**config.mk**
```make
export PLATFORM = sky130hd
export DESIGN_NAME = c_bus_demux
export DESIGN_NICKNAME = d
export VERILOG_FILES = /design/src/rtl/c_bus_demux.sv
export SDC_FILE = /design/constraint.sdc
export NUM_CORES = 1
export LEC_CHECK = 0
export BUFFER_PORTS_ARGS = -buffer_cell sky130_fd_sc_hd__clkbuf_2
export CORE_UTILIZATION = 53
export DETAILED_ROUTE_END_ITERATION = 10
export PLACE_DENSITY = 0.89
export SYNTH_ARGS = -nofsm -noshare
export SYNTH_HDL_FRONTEND = slang
export SYNTH_SLANG_ARGS = --single-unit
export TNS_END_PERCENT = 100
```
**constraint.sdc**
```tcl
create_clock -name Clock -period 2.6 [get_ports Clock]
set_clock_uncertainty 0.1 [all_clocks]
set_input_delay 0.52 -clock Clock [delete_from_list [all_inputs] [get_ports Clock]]
set_output_delay 0.52 -clock Clock [all_outputs]
set_load 0.02 [all_outputs]
```
**src/rtl/c_bus_demux.sv**
```systemverilog
// c_bus_demux: one-entry write buffer that routes C-bus write-back data into R1..R14, TOTR and I
//
// Ports:
//   Clock, Resetn        rising-edge clock, asynchronous active-low reset
//   C_BUS_in [DATA_W]    write-back data
//   MUX1S [2]            destination source: 1 = RG1_out, 2 = MUX1D_out, 0/3 = none
//   RG1_out [DEST_W]     instruction-field destination code
//   MUX1D_out [DEST_W]   microcode destination code
//   WR_valid / WR_ready  write request handshake
//   HOLD                 stalls the commit stage
//   INC_TOTR             increments TOTR by one (a same-cycle commit to TOTR wins)
//   R1_out..R14_out      general registers
//   TOTR_out, I_out      total register, i register
//   WR_done              one-cycle pulse after a register write commits
//   BAD_dest             one-cycle pulse after a request with no legal destination
module c_bus_demux #(
  parameter int DATA_W = 16,
  parameter int DEST_W = 5
) (
  input  logic              Clock,
  input  logic              Resetn,
  input  logic [DATA_W-1:0] C_BUS_in,
  input  logic [1:0]        MUX1S,
  input  logic [DEST_W-1:0] RG1_out,
  input  logic [DEST_W-1:0] MUX1D_out,
  input  logic              WR_valid,
  output logic              WR_ready,
  input  logic              HOLD,
  input  logic              INC_TOTR,
  output logic [DATA_W-1:0] R1_out,
  output logic [DATA_W-1:0] R2_out,
  output logic [DATA_W-1:0] R3_out,
  output logic [DATA_W-1:0] R4_out,
  output logic [DATA_W-1:0] R5_out,
  output logic [DATA_W-1:0] R6_out,
  output logic [DATA_W-1:0] R7_out,
  output logic [DATA_W-1:0] R8_out,
  output logic [DATA_W-1:0] R9_out,
  output logic [DATA_W-1:0] R10_out,
  output logic [DATA_W-1:0] R11_out,
  output logic [DATA_W-1:0] R12_out,
  output logic [DATA_W-1:0] R13_out,
  output logic [DATA_W-1:0] R14_out,
  output logic [DATA_W-1:0] TOTR_out,
  output logic [DATA_W-1:0] I_out,
  output logic              WR_done,
  output logic              BAD_dest
);
  typedef enum logic {EMPTY, FULL} state_t;
  state_t            state_q, state_d;
  logic [DATA_W-1:0] buf_data_q, buf_data_d;
  logic [DEST_W-1:0] buf_dest_q, buf_dest_d;
  logic [DATA_W-1:0] r_q [1:14];
  logic [DATA_W-1:0] r_d [1:14];
  logic [DATA_W-1:0] totr_q, totr_d, i_q, i_d;
  logic              wr_done_q, wr_done_d, bad_dest_q, bad_dest_d;
  logic              sel_ok, accept, load, commit, legal;
  always_comb begin
    sel_ok     = MUX1S == 2'd1 || MUX1S == 2'd2;
    WR_ready   = state_q == EMPTY || !HOLD;
    accept     = WR_valid && WR_ready;
    load       = accept && sel_ok;
    commit     = state_q == FULL && !HOLD;
    legal      = (buf_dest_q >= DEST_W'(1) && buf_dest_q <= DEST_W'(15)) || buf_dest_q == DEST_W'(23);
    // a new load keeps the buffer full even while the old entry commits
    state_d    = load ? FULL : commit ? EMPTY : state_q;
    buf_data_d = load ? C_BUS_in : buf_data_q;
    buf_dest_d = load ? (MUX1S == 2'd1 ? RG1_out : MUX1D_out) : buf_dest_q;
    for (int n = 1; n <= 14; n++)
      r_d[n] = commit && buf_dest_q == DEST_W'(n) ? buf_data_q : r_q[n];
    // a commit to TOTR overrides a simultaneous increment
    totr_d     = commit && buf_dest_q == DEST_W'(15) ? buf_data_q :
                 INC_TOTR ? totr_q + DATA_W'(1) : totr_q;
    i_d        = commit && buf_dest_q == DEST_W'(23) ? buf_data_q : i_q;
    wr_done_d  = commit && legal;
    bad_dest_d = (commit && !legal) || (accept && !sel_ok);
  end
  always_ff @(posedge Clock or negedge Resetn) begin
    if (!Resetn) begin
      state_q    <= EMPTY;
      buf_data_q <= '0;
      buf_dest_q <= '0;
      for (int n = 1; n <= 14; n++) r_q[n] <= '0;
      totr_q     <= '0;
      i_q        <= '0;
      wr_done_q  <= 1'b0;
      bad_dest_q <= 1'b0;
    end else begin
      state_q    <= state_d;
      buf_data_q <= buf_data_d;
      buf_dest_q <= buf_dest_d;
      r_q        <= r_d;
      totr_q     <= totr_d;
      i_q        <= i_d;
      wr_done_q  <= wr_done_d;
      bad_dest_q <= bad_dest_d;
    end
  end
  assign R1_out   = r_q[1];
  assign R2_out   = r_q[2];
  assign R3_out   = r_q[3];
  assign R4_out   = r_q[4];
  assign R5_out   = r_q[5];
  assign R6_out   = r_q[6];
  assign R7_out   = r_q[7];
  assign R8_out   = r_q[8];
  assign R9_out   = r_q[9];
  assign R10_out  = r_q[10];
  assign R11_out  = r_q[11];
  assign R12_out  = r_q[12];
  assign R13_out  = r_q[13];
  assign R14_out  = r_q[14];
  assign TOTR_out = totr_q;
  assign I_out    = i_q;
  assign WR_done  = wr_done_q;
  assign BAD_dest = bad_dest_q;
endmodule

```
==> results of run 1 <==
-- what timing repair did --
action	in CTS	in global routing
hold buffers	1	0
buffers inserted	0	0
endpoints found under the hold margin	60	0
-- worst min path at each step --
stage                          end  slack [ns]  cells after the start
detailed placement       R1_out[2]        0.39                      1
floorplan                 BAD_dest        0.12                      0
global route        buf_data_q[12]        0.11                      2
finish               buf_data_q[3]        0.12                      2
CTS                  buf_data_q[3]        0.11                      2
global placement        R5_out[13]        0.39                      1
-- final cells by class --
cell class / count / area share
multi-input cells: 383 / 0.2723
clock buffers: 41 / 0.05951
repair buffers: 313 / 0.1221
clock inverters: 10 / 0.01297
well taps: 270 / 0.02449
flip-flops and latches: 280 / 0.5080
inverters: 2 / 0.0005443
-- per-stage QoR --
stage / area (sq um) / setup WS [ns]
floorplan: 10980 / 0.5182
global placement: 12780 / 0.5381
detailed placement: 12780 / 0.4969
CTS: 13790 / 0.5321
global route: 13790 / 0.4095
finish: 13790 / 0.5218
-- layer usage --
metal / GRT usage / vias to the layer above / share of wire
li1: - / 3097 / -
met1: 0.3498 / 3713 / 0.41
met2: 0.4679 / 287 / 0.50
met3: 0.06646 / 53 / 0.064
met4: 0.07789 / 0 / 0.024
met5: 0 / - / 0
-- critical path, delay by kind of cell (launching register included) --
kind,cells,cell delay [ns]
buffers and inverters,1,0.33
AND/OR/NAND/NOR,2,0.52
flip-flops,1,0.61
multiplexers,1,0.39
-- layout by cell type, fill, tap and decap left out, types with 3 or more instances in the layout --
master,instances
clkbuf_2,290
dfrtp_1,280
mux2_2,248
nand2_1,34
clkbuf_16,29
o21ai_0,20
buf_4,17
mux2_4,10
xnor2_1,9
nor2_1,8
nand4_1,7
clkbuf_1,7
mux2i_1,6
xor2_1,6
nor4_1,5
bufinv_16,5
clkbuf_8,5
nor3_1,4
nand3_1,4
clkinv_2,4
buf_12,4
nand2_4,3
-- report_power, final --
part | switching (mW) | total, mW | internal [mW] | leakage [nW]
Combinational | 2.81 | 4.71 | 1.90 | 3.10
Clock | 1.65 | 4.33 | 2.68 | 0.492
Sequential | 1.25 | 6.94 | 5.68 | 3.74
-- cell families after synthesis --
family                   Yosys count  synth area share
multiplexers                     264            0.2734
buffers and inverters             44           0.02062
flip-flops                       280            0.6379
AND/OR/NAND/NOR                   80           0.04340
AO/OA/AOI/OAI                     22           0.01048
adder cells (fa/ha/maj)            2          0.002278
XOR/XNOR                          15           0.01196
==> impl_results.md, run 1 <==
- Status: finished clean
- Worst setup startpoint: buf_dest_q[1]
- Avg Cell Area, Syn: 15.54 sq um
- Most frequent cells after synthesis: 280 x dfrtp_1, 248 x mux2_2, 34 x nand2_1, 22 x clkbuf_1, 20 x o21ai_0
- Mapped Area: about 11,000 sq um
- CTS tree: built
- Vias in the first global route: 7,591
- Final design utilization: 0.6794
- IO buf count: 291
- Primary FF master, synth: dfrtp_1
- # diodes: 0
- Critical path required time: approximately 2.9 ns
- IO Pins: between 200 and 300
- R2R depth: 4
- Most common cell in the netlist: dfrtp_1
- Die Area: 21,300 sq um
- Setup slack, reg-to-reg: 0.52 ns
- # setup viols final: 0
- Post-synth top area share: 0.6379
- Area grow syn2layout: 25.56%
- Die X: about 150 um
- Wire per inst: 22.12 um
- Routed Antenna Nets: 0
- FF+latch count, synth: 280
- Max-cap viol count: 0
- Critical R2R Capture: I_out[2]
- Crit share post-route: 0.7993
- Crit end category: register
- Non-filler cells, final: 1,299
- Worst hold path startpoint: C_BUS_in[3]
- Vias per cell: 5.504
- Post-Route Setup TNS: 0 ns
- Pwr Density: 1158 nW/um^2
- Core ar.: slightly above 20,000 sq um
- Relative slew slack: 0.3591
- FF+latch area: ~7000 sq um
- Yosys warns: 0
- DRT Pass-1 Iters: 4
- Initial antenna violation count: 0
- Filler instances: between 1,000 and 1,500
- Clk_lat worst skew: 0.53 ns
- Cells after DPL: 1,247
- H-tree levels: 1
- Gr usage total: 0.2745
- Wirelength, routed: approximately 29,000 um
- Via count: slightly above 7,000
- Hold crit path type: primary input to register
- Count of pins over their slew limit: 0
- Global-route wire length before repair: 44,640 um
- Post-synth EDFFs: 0
- DRT iter0 DRCs: 330
- Crit start category: register
- Highest clock rate: 481.2 MHz
- DRC violations left: 0
- Share of layout cells above drive strength 1: 0.6084
- Post-synth cell types: 34
- Power, Total: roughly 16 mW
- Clock Sink Count: 280
- GRT overflow: 0
- RSZ-0062 raised after global routing: false
- Peak supply drop: 0.0008203 V
- Synth async-reset ratio: 1.000
- Slew @ Worst Pin: 0.9614 ns
- Area of the multi-input gates: 3756 sq um
- Site row count: 52
- Largest net degree at the start of global routing: 67
- Mapped Cells: between 700 and 800
- Dpl hpwl: 18,830 um
- Worst setup path end: I_out[2]
- Worst path max stage delay: 0.61 ns
- Post-CTS resize count: 0
- Synth area leaders: dfrtp_1 64%, mux2_2 25%, mux2_4 1.4%
- CP max-delay cell: dfrtp_1
- CP Cell Sequence: nand2_1 > nor4_4 > buf_4 > mux2_2
- # nets final: 1,043
- Worst path arrival time: 2.39 ns
- Register area share after synthesis: 0.6379
- Placer's final routability congestion estimate: around 0.82
- Synth area leader: dfrtp_1
- Die H: 146.0 um
- TritonCTS Buffers: 28
- Worst Path Max Fanout: 16
- Worst R2R Start: buf_dest_q[1]
- Syn nets: 742
- Hold slack: between 0.1 and 0.15 ns
- Clock transition at the registers of the reported paths: 0.06 ns
- Tmin final: just over 2 ns
- Initial Util: 0.5411
- Hold Vio Cnt, Final: 0
- LEAKAGE: 7.328 nW
- CP Class: register to register
- Maximum clock path buffer count: 3
- Clock Tree Root: clkbuf_16
No activity file was read; power rests on OpenSTA's default activity.
==> inputs of run 2 (changes only) <==
--- a/config.mk
+++ b/config.mk
@@ -6,9 +6,9 @@
 export NUM_CORES = 1
 export LEC_CHECK = 0
 export BUFFER_PORTS_ARGS = -buffer_cell sky130_fd_sc_hd__clkbuf_2
-export CORE_UTILIZATION = 53
+export CORE_UTILIZATION = 47
 export DETAILED_ROUTE_END_ITERATION = 10
-export PLACE_DENSITY = 0.89
+export PLACE_DENSITY = 0.84
 export SYNTH_ARGS = -nofsm -noshare
 export SYNTH_HDL_FRONTEND = slang
 export SYNTH_SLANG_ARGS = --single-unit
==> constraint.sdc (replaced) <==
create_clock -name Clock -period 1.9 [get_ports Clock]
set_clock_uncertainty 0.1 [all_clocks]
set_input_delay 0.38 -clock Clock [delete_from_list [all_inputs] [get_ports Clock]]
set_output_delay 0.38 -clock Clock [all_outputs]
set_load 0.02 [all_outputs]
==> impl_results.md, run 2 (synthesis results as in run 1) <==
- Maximum clock path buffer count: 3 (unchanged)
- IO Pins: 292 (unchanged)
- Clock transition at the registers of the reported paths: 0.06 ns (about the same)
- Status: finished clean
- Final design utilization: 0.6281 (-0.05130)
- Setup Buffers After CTS: 0 (unchanged)
- Tmin final: 1.829 ns (-0.2496 ns)
- TritonCTS Buffers: 29 (+3.6%)
- Met3 Track Usage GR: 0.05125 (-0.01520)
- Die H: 154.9 um (+6.1%)
- Worst Path Max Fanout: 16 (unchanged)
- Die X: 154.9 um (+6.1%)
- Most Crowded Layer GR: met2
- Wirelength, routed: 28,820 um (+0.31%)
- CP Cell Sequence: buf_4 > nor4b_4 > buf_6 > nand2_4 > mux2_2
- GR Util met2: 0.4026 (-0.06533)
- FF+latch area: 7009 sq um (about the same)
- Via count: 7,194 (+0.62%)
- Max-cap viol count: 0 (unchanged)
- Pwr Density: 1512 nW/um^2 (+31%)
- Power, Total: 21.63 mW (+35%)
- Commonest non-fill, non-tap cell in the layout: clkbuf_2
- Initial antenna violation count: 0 (unchanged)
- H-tree levels: 1 (unchanged)
- Count of pins over their slew limit: 0 (unchanged)
- DRT Pass-1 Iters: 4 (unchanged)
- CP max-delay cell: dfrtp_1
- # nets final: 1,085 (+4.0%)
- LEAKAGE: 7.540 nW (+2.9%)
- Clock Tree Root: clkbuf_16
- Wire per inst: 20.81 um (-5.9%)
- GRT overflow: 0 (unchanged)
- Crit share post-route: 0.9624 (+0.1631)
- # diodes: 0 (unchanged)
- Post-Route Setup TNS: 0 ns (unchanged)
- Worst setup startpoint: buf_dest_q[4]
- Peak supply drop: 0.0008814 V (+7.5%)
- Worst path top cell family by delay: simple AND/OR/NAND/NOR gates
- Clock Sink Count: 280 (unchanged)
- DRT iter0 DRCs: 385 (+17%)
- Worst path max stage delay: 0.38 ns (-0.23 ns)
- Gr usage total: 0.2428 (-0.03170)
- Relative slew slack: 0.3961 (+0.03707)
- Initial Util: 0.4822 (-0.05888)
- Vias per cell: 5.194 (-5.6%)
- DRC violations left: 0 (unchanged)
- Filler instances: 1,710 (+23%)
- Site row count: 55 (+5.8%)
- CP Buf/Inv Count: 2 (+1)
- Largest net degree at the start of global routing: 65 (-3.0%)
- RSZ-0062 raised after global routing: false
- Non-filler cells, final: 1,385 (+6.6%)
- Global-route wire length before repair: 44,270 um (-0.84%)
- Hold crit path type: primary input to register
- CTS tree: built
- IO buf count: 291 (unchanged)
- Design area: 14,310 sq um (+3.7%)
- Core ar.: 22,780 sq um (+12%)
- CP Class: register to register
- Worst path arrival time: 2.14 ns (-0.25 ns)
- Dpl hpwl: 20,050 um (+6.5%)
- Critical path required time: 2.21 ns (-0.70 ns)
- # setup viols final: 0 (unchanged)
- Placed cell areas: 13,170 sq um (+3.1%)
- Worst R2R Start: buf_dest_q[4]
- Area grow syn2layout: 30.25%
- Share of layout cells above drive strength 1: 0.6119 (+0.003583)
- Routed Antenna Nets: 0 (unchanged)
- Slew @ Worst Pin: 0.9058 ns (-0.05561 ns)
- Worst hold path startpoint: MUX1D_out[2]
- Vias in the first global route: 7,545 (-0.61%)
- Dpl ws: -0.03763 ns (-0.5345 ns)
- Hold slack: 0.04421 ns (-0.07642 ns)
- Hold Vio Cnt, Final: 0 (unchanged)
- Highest clock rate: 546.9 MHz (+14%)
- Area of the multi-input gates: 3765 sq um (+0.23%)
- Crit start category: register
- Setup slack, reg-to-reg: 0.07 ns (-0.45 ns)
- Crit end category: register
- Most frequent cells in the layout: 290 x clkbuf_2, 278 x dfrtp_1, 248 x mux2_2
- Met1 usage: 0.3186 (-0.03114)
- Clk_lat worst skew: 0.53 ns (about the same)
- Die Area: 23,990 sq um (+13%)
- Cells after DPL: 1,315 (+5.5%)
- Setup slack after layout: 0.07140 ns (-0.4504 ns)
- Placer's final routability congestion estimate: 0.8780 (+7.1%)
-- run 2: worst paths after layout --
path	depth (start not counted)	to
max	5	R5_out[12]
min	3	buf_dest_q[2]
max reg2reg	5	R5_out[12]
min reg2reg	1	R10_out[6]
max in group asynchronous	3	R3_out[5]
min in group asynchronous	2	R2_out[9]
-- run 2: final cells by class --
type	instances	area share
multi-input combinational	383	0.2631
inverter	2	0.0005247
clock buffer	40	0.05711
timing repair buffer	354	0.1528
tap	313	0.02737
sequential	280	0.4899
clock inverter	13	0.009182
-- run 2: tightest hold or removal path, delay by kind of cell --
kind / cells / cell delay, ns
buffers and inverters: 1 / 0.07
multiplexers: 1 / 0.06
AO/OA/AOI/OAI: 1 / 0.13
-- run 2: repair_timing --
item | in CTS | in global routing
setup endpoints to repair | 11 | 126
gates resized for setup | 1 | 3
hold buffers | 17 | 0
hold endpoints to repair | 66 | 0
-- run 2: power breakdown --
group / total (mW) / switching (mW) / leakage [nW] / internal [mW]
clock: 5.58 / 2.30 / 0.465 / 3.28
sequential: 9.45 / 1.67 / 3.73 / 7.78
combinational: 6.61 / 3.89 / 3.34 / 2.72
total: 21.6 / 7.86 / 7.54 / 13.8
-- run 2: layer usage --
metal / vias to the layer above / wire, um
li1: 3182 / -
met1: 3665 / 12150
met2: 285 / 14000
met3: 62 / 1797
met4: 0 / 880
met5: - / 0
==> inputs of run 3 (changes only) <==
==> constraint.sdc (replaced) <==
create_clock -name Clock -period 1.6 [get_ports Clock]
set_clock_uncertainty 0.1 [all_clocks]
set_input_delay 0.32 -clock Clock [delete_from_list [all_inputs] [get_ports Clock]]
set_output_delay 0.32 -clock Clock [all_outputs]
set_load 0.02 [all_outputs]
==> impl_results.md, run 3 (synthesis results as in run 1) <==
- Comb power frac: 0.342 (+0.037)
- Dpl hpwl: 19,980 um (-0.34%)
- Worst path arrival time: 2.16 ns (+0.02 ns)
- CP Buf/Inv Count: 5 (+3)
- Cells on Worst Hold Path: 3 (unchanged)
- Design area: 16,470 sq um (+15%)
- Relative slew slack: 0.4006 (+0.004488)
- CTS tree: built
- Global-route wire length before repair: 50,910 um (+15%)
- Peak supply drop: 0.001060 V (+20%)
- Most frequent cells in the layout: 273 x clkbuf_2, 270 x dfrtp_1, 166 x mux2_2
- CP max-delay cell: dfrtp_2
- Area of the multi-input gates: 4484 sq um (+19%)
- Via count: 7,845 (+9.0%)
- Failing checks: setup timing
- Critical path required time: 1.91 ns (-0.30 ns)
- Core ar.: 22,780 sq um (unchanged)
- CP Class: register to register
- Setup slack after layout: -0.2451 ns (-0.3165 ns)
- Switching share of power: 0.3581 (-0.005047)
- TritonCTS Buffers: 30 (+3.4%)
- # diodes: 0 (unchanged)
- Die X: 154.9 um (unchanged)
- # setup viols final: 281 (+281)
- Site row count: 55 (unchanged)
- Pwr Density: 1740 nW/um^2 (+15%)
- Maximum clock path buffer count: 3 (unchanged)
- DRT Pass-1 Iters: 5 (+1)
- Worst path top cell family by delay: buffers and inverters
- Clock transition at the registers of the reported paths: 0.06 ns (about the same)
- Max-cap viol count: 0 (unchanged)
- Crit start category: register
- H-tree levels: 1 (unchanged)
- R2R depth: 8 (+3)
- Wirelength, routed: 34,180 um (+19%)
- Net Sw Power: 10.26 mW (+31%)
- Initial antenna violation count: 0 (unchanged)
- Vias per cell: 5.322 (+2.5%)
- Filler instances: 1,387 (-19%)
- FF+latch area: 7019 sq um (+0.14%)
- Tmin final: 1.845 ns (+0.01653 ns)
- GRT overflow: 0 (unchanged)
- Status: finished with violations
- Most common cell on crit path: buf_6
- Cells after DPL: 1,329 (+1.1%)
- Vias in the first global route: 8,379 (+11%)
- Final design utilization: 0.7232 (+0.09508)
- Worst Path Max Fanout: 5 (-11)
- Crit share post-route: 1.153 (+0.1908)
- Area grow syn2layout: 49.97%
- Largest net degree at the start of global routing: 52 (-20%)
- DRC violations left: 0 (unchanged)
- Hold Vio Cnt, Final: 0 (unchanged)
- CP Cell Sequence: buf_6 > buf_6 > nand2_4 > buf_6 > nand3b_1 > buf_6 > clkbuf_16 > mux2_2
- Highest clock rate: 542.0 MHz (-0.90%)
- Dpl ws: -0.3209 ns (-0.2833 ns)
- Hold slack: 0.0004174 ns (-0.04380 ns)
- Power, Total: 28.66 mW (+32%)
- IO buf count: 291 (unchanged)
- Share of layout cells above drive strength 1: 0.6830 (+0.07109)
- Die H: 154.9 um (unchanged)
- Clk_lat worst skew: 0.57 ns (+0.04 ns)
- Non-filler cells, final: 1,474 (+6.4%)
- Reg power frac: 0.391 (-0.046)
- Crit end category: register
- Clock power frac: 0.267 (+0.009)
- IO Pins: 292 (unchanged)
- # nets final: 1,175 (+8.3%)
- Clock Sink Count: 280 (unchanged)
- Slew @ Worst Pin: 0.8991 ns (-0.006732 ns)
- Count of pins over their slew limit: 0 (unchanged)
- Hold crit path type: primary input to register
- Worst path max stage delay: 0.44 ns (+0.06 ns)
- Placed cell areas: 13,710 sq um (+4.1%)
- Gr usage total: 0.2827 (+0.03987)
- Die Area: 23,990 sq um (unchanged)
- Cell-internal power: 18.39 mW (+34%)
- Post-Route Setup TNS: -37.64 ns (-37.64 ns)
- Routed Antenna Nets: 0 (unchanged)
- Clock Tree Root: clkbuf_16
- CP Depth: 8 (+3)
- Wire per inst: 23.19 um (+11%)
- Placer's final routability congestion estimate: 0.8017 (-8.7%)
- DRT iter0 DRCs: 378 (-1.8%)
- LEAKAGE: 8.469 nW (+12%)
- Commonest non-fill, non-tap cell in the layout: clkbuf_2
- Initial Util: 0.4822 (unchanged)
- RSZ-0062 raised after global routing: true
[run 3: changes by cell type in the layout (fill, tap and decap cells not counted), sizes merged]
cell,change
buf,+84
inv,+2
clkbuf,-10
nand2,+3
clkinvlp,-2
bufinv,+5
dlygate4sd3,+10
clkinv,-3
[run 3: layer usage]
layer / global-route usage / part of all wire
met2: 0.4837 / 0.50
met3: 0.05877 / 0.063
met1: 0.3606 / 0.41
met4: 0.08911 / 0.027
met5: 0 / 0
[run 3: worst min-delay path: stages]
cell	delay [ns]
clkbuf_2	0.08
mux2i_1	0.09
o21ai_2	0.12
[run 3: what timing repair did]
item,CTS,global route
setup buffers,44,17
hold buffers,26,1
pin swaps,7,11
hold endpoints to repair,246,1
setup endpoints to repair,268,290
gates resized for setup,117,81
cloned,13,4
[run 3: worst paths after layout]
check                           start             to  slack, ns
setup reg to reg              state_q  buf_data_q[9]      -0.25
hold / removal             RG1_out[4]  buf_dest_q[4]     0.0004
min in group asynchronous      Resetn      R7_out[8]       0.19
max in group asynchronous      Resetn  buf_dest_q[4]       0.56
setup / recovery              state_q  buf_data_q[9]      -0.25
hold reg to reg            R14_out[4]     R14_out[4]       0.40
[run 3: layout make-up]
class	instances	area share
inverter	2	0.0004557
clock buffer	38	0.04922
timing repair buffer	440	0.2115
tap	313	0.02377
clock inverter	15	0.01671
multi-input combinational	386	0.2722
sequential	280	0.4261
[run 3: power groups by stage]
stage | clock network [mW] | registers [mW] | logic [mW]
finish | 7.66 | 11.2 | 9.79
global route | 8.04 | 11.5 | 10.3
CTS | 7.68 | 11.1 | 9.38
detailed placement | 0 | 11.2 | 8.61
global placement | 0 | 11.1 | 8.41
floorplan | 0 | 13.1 | 2.82
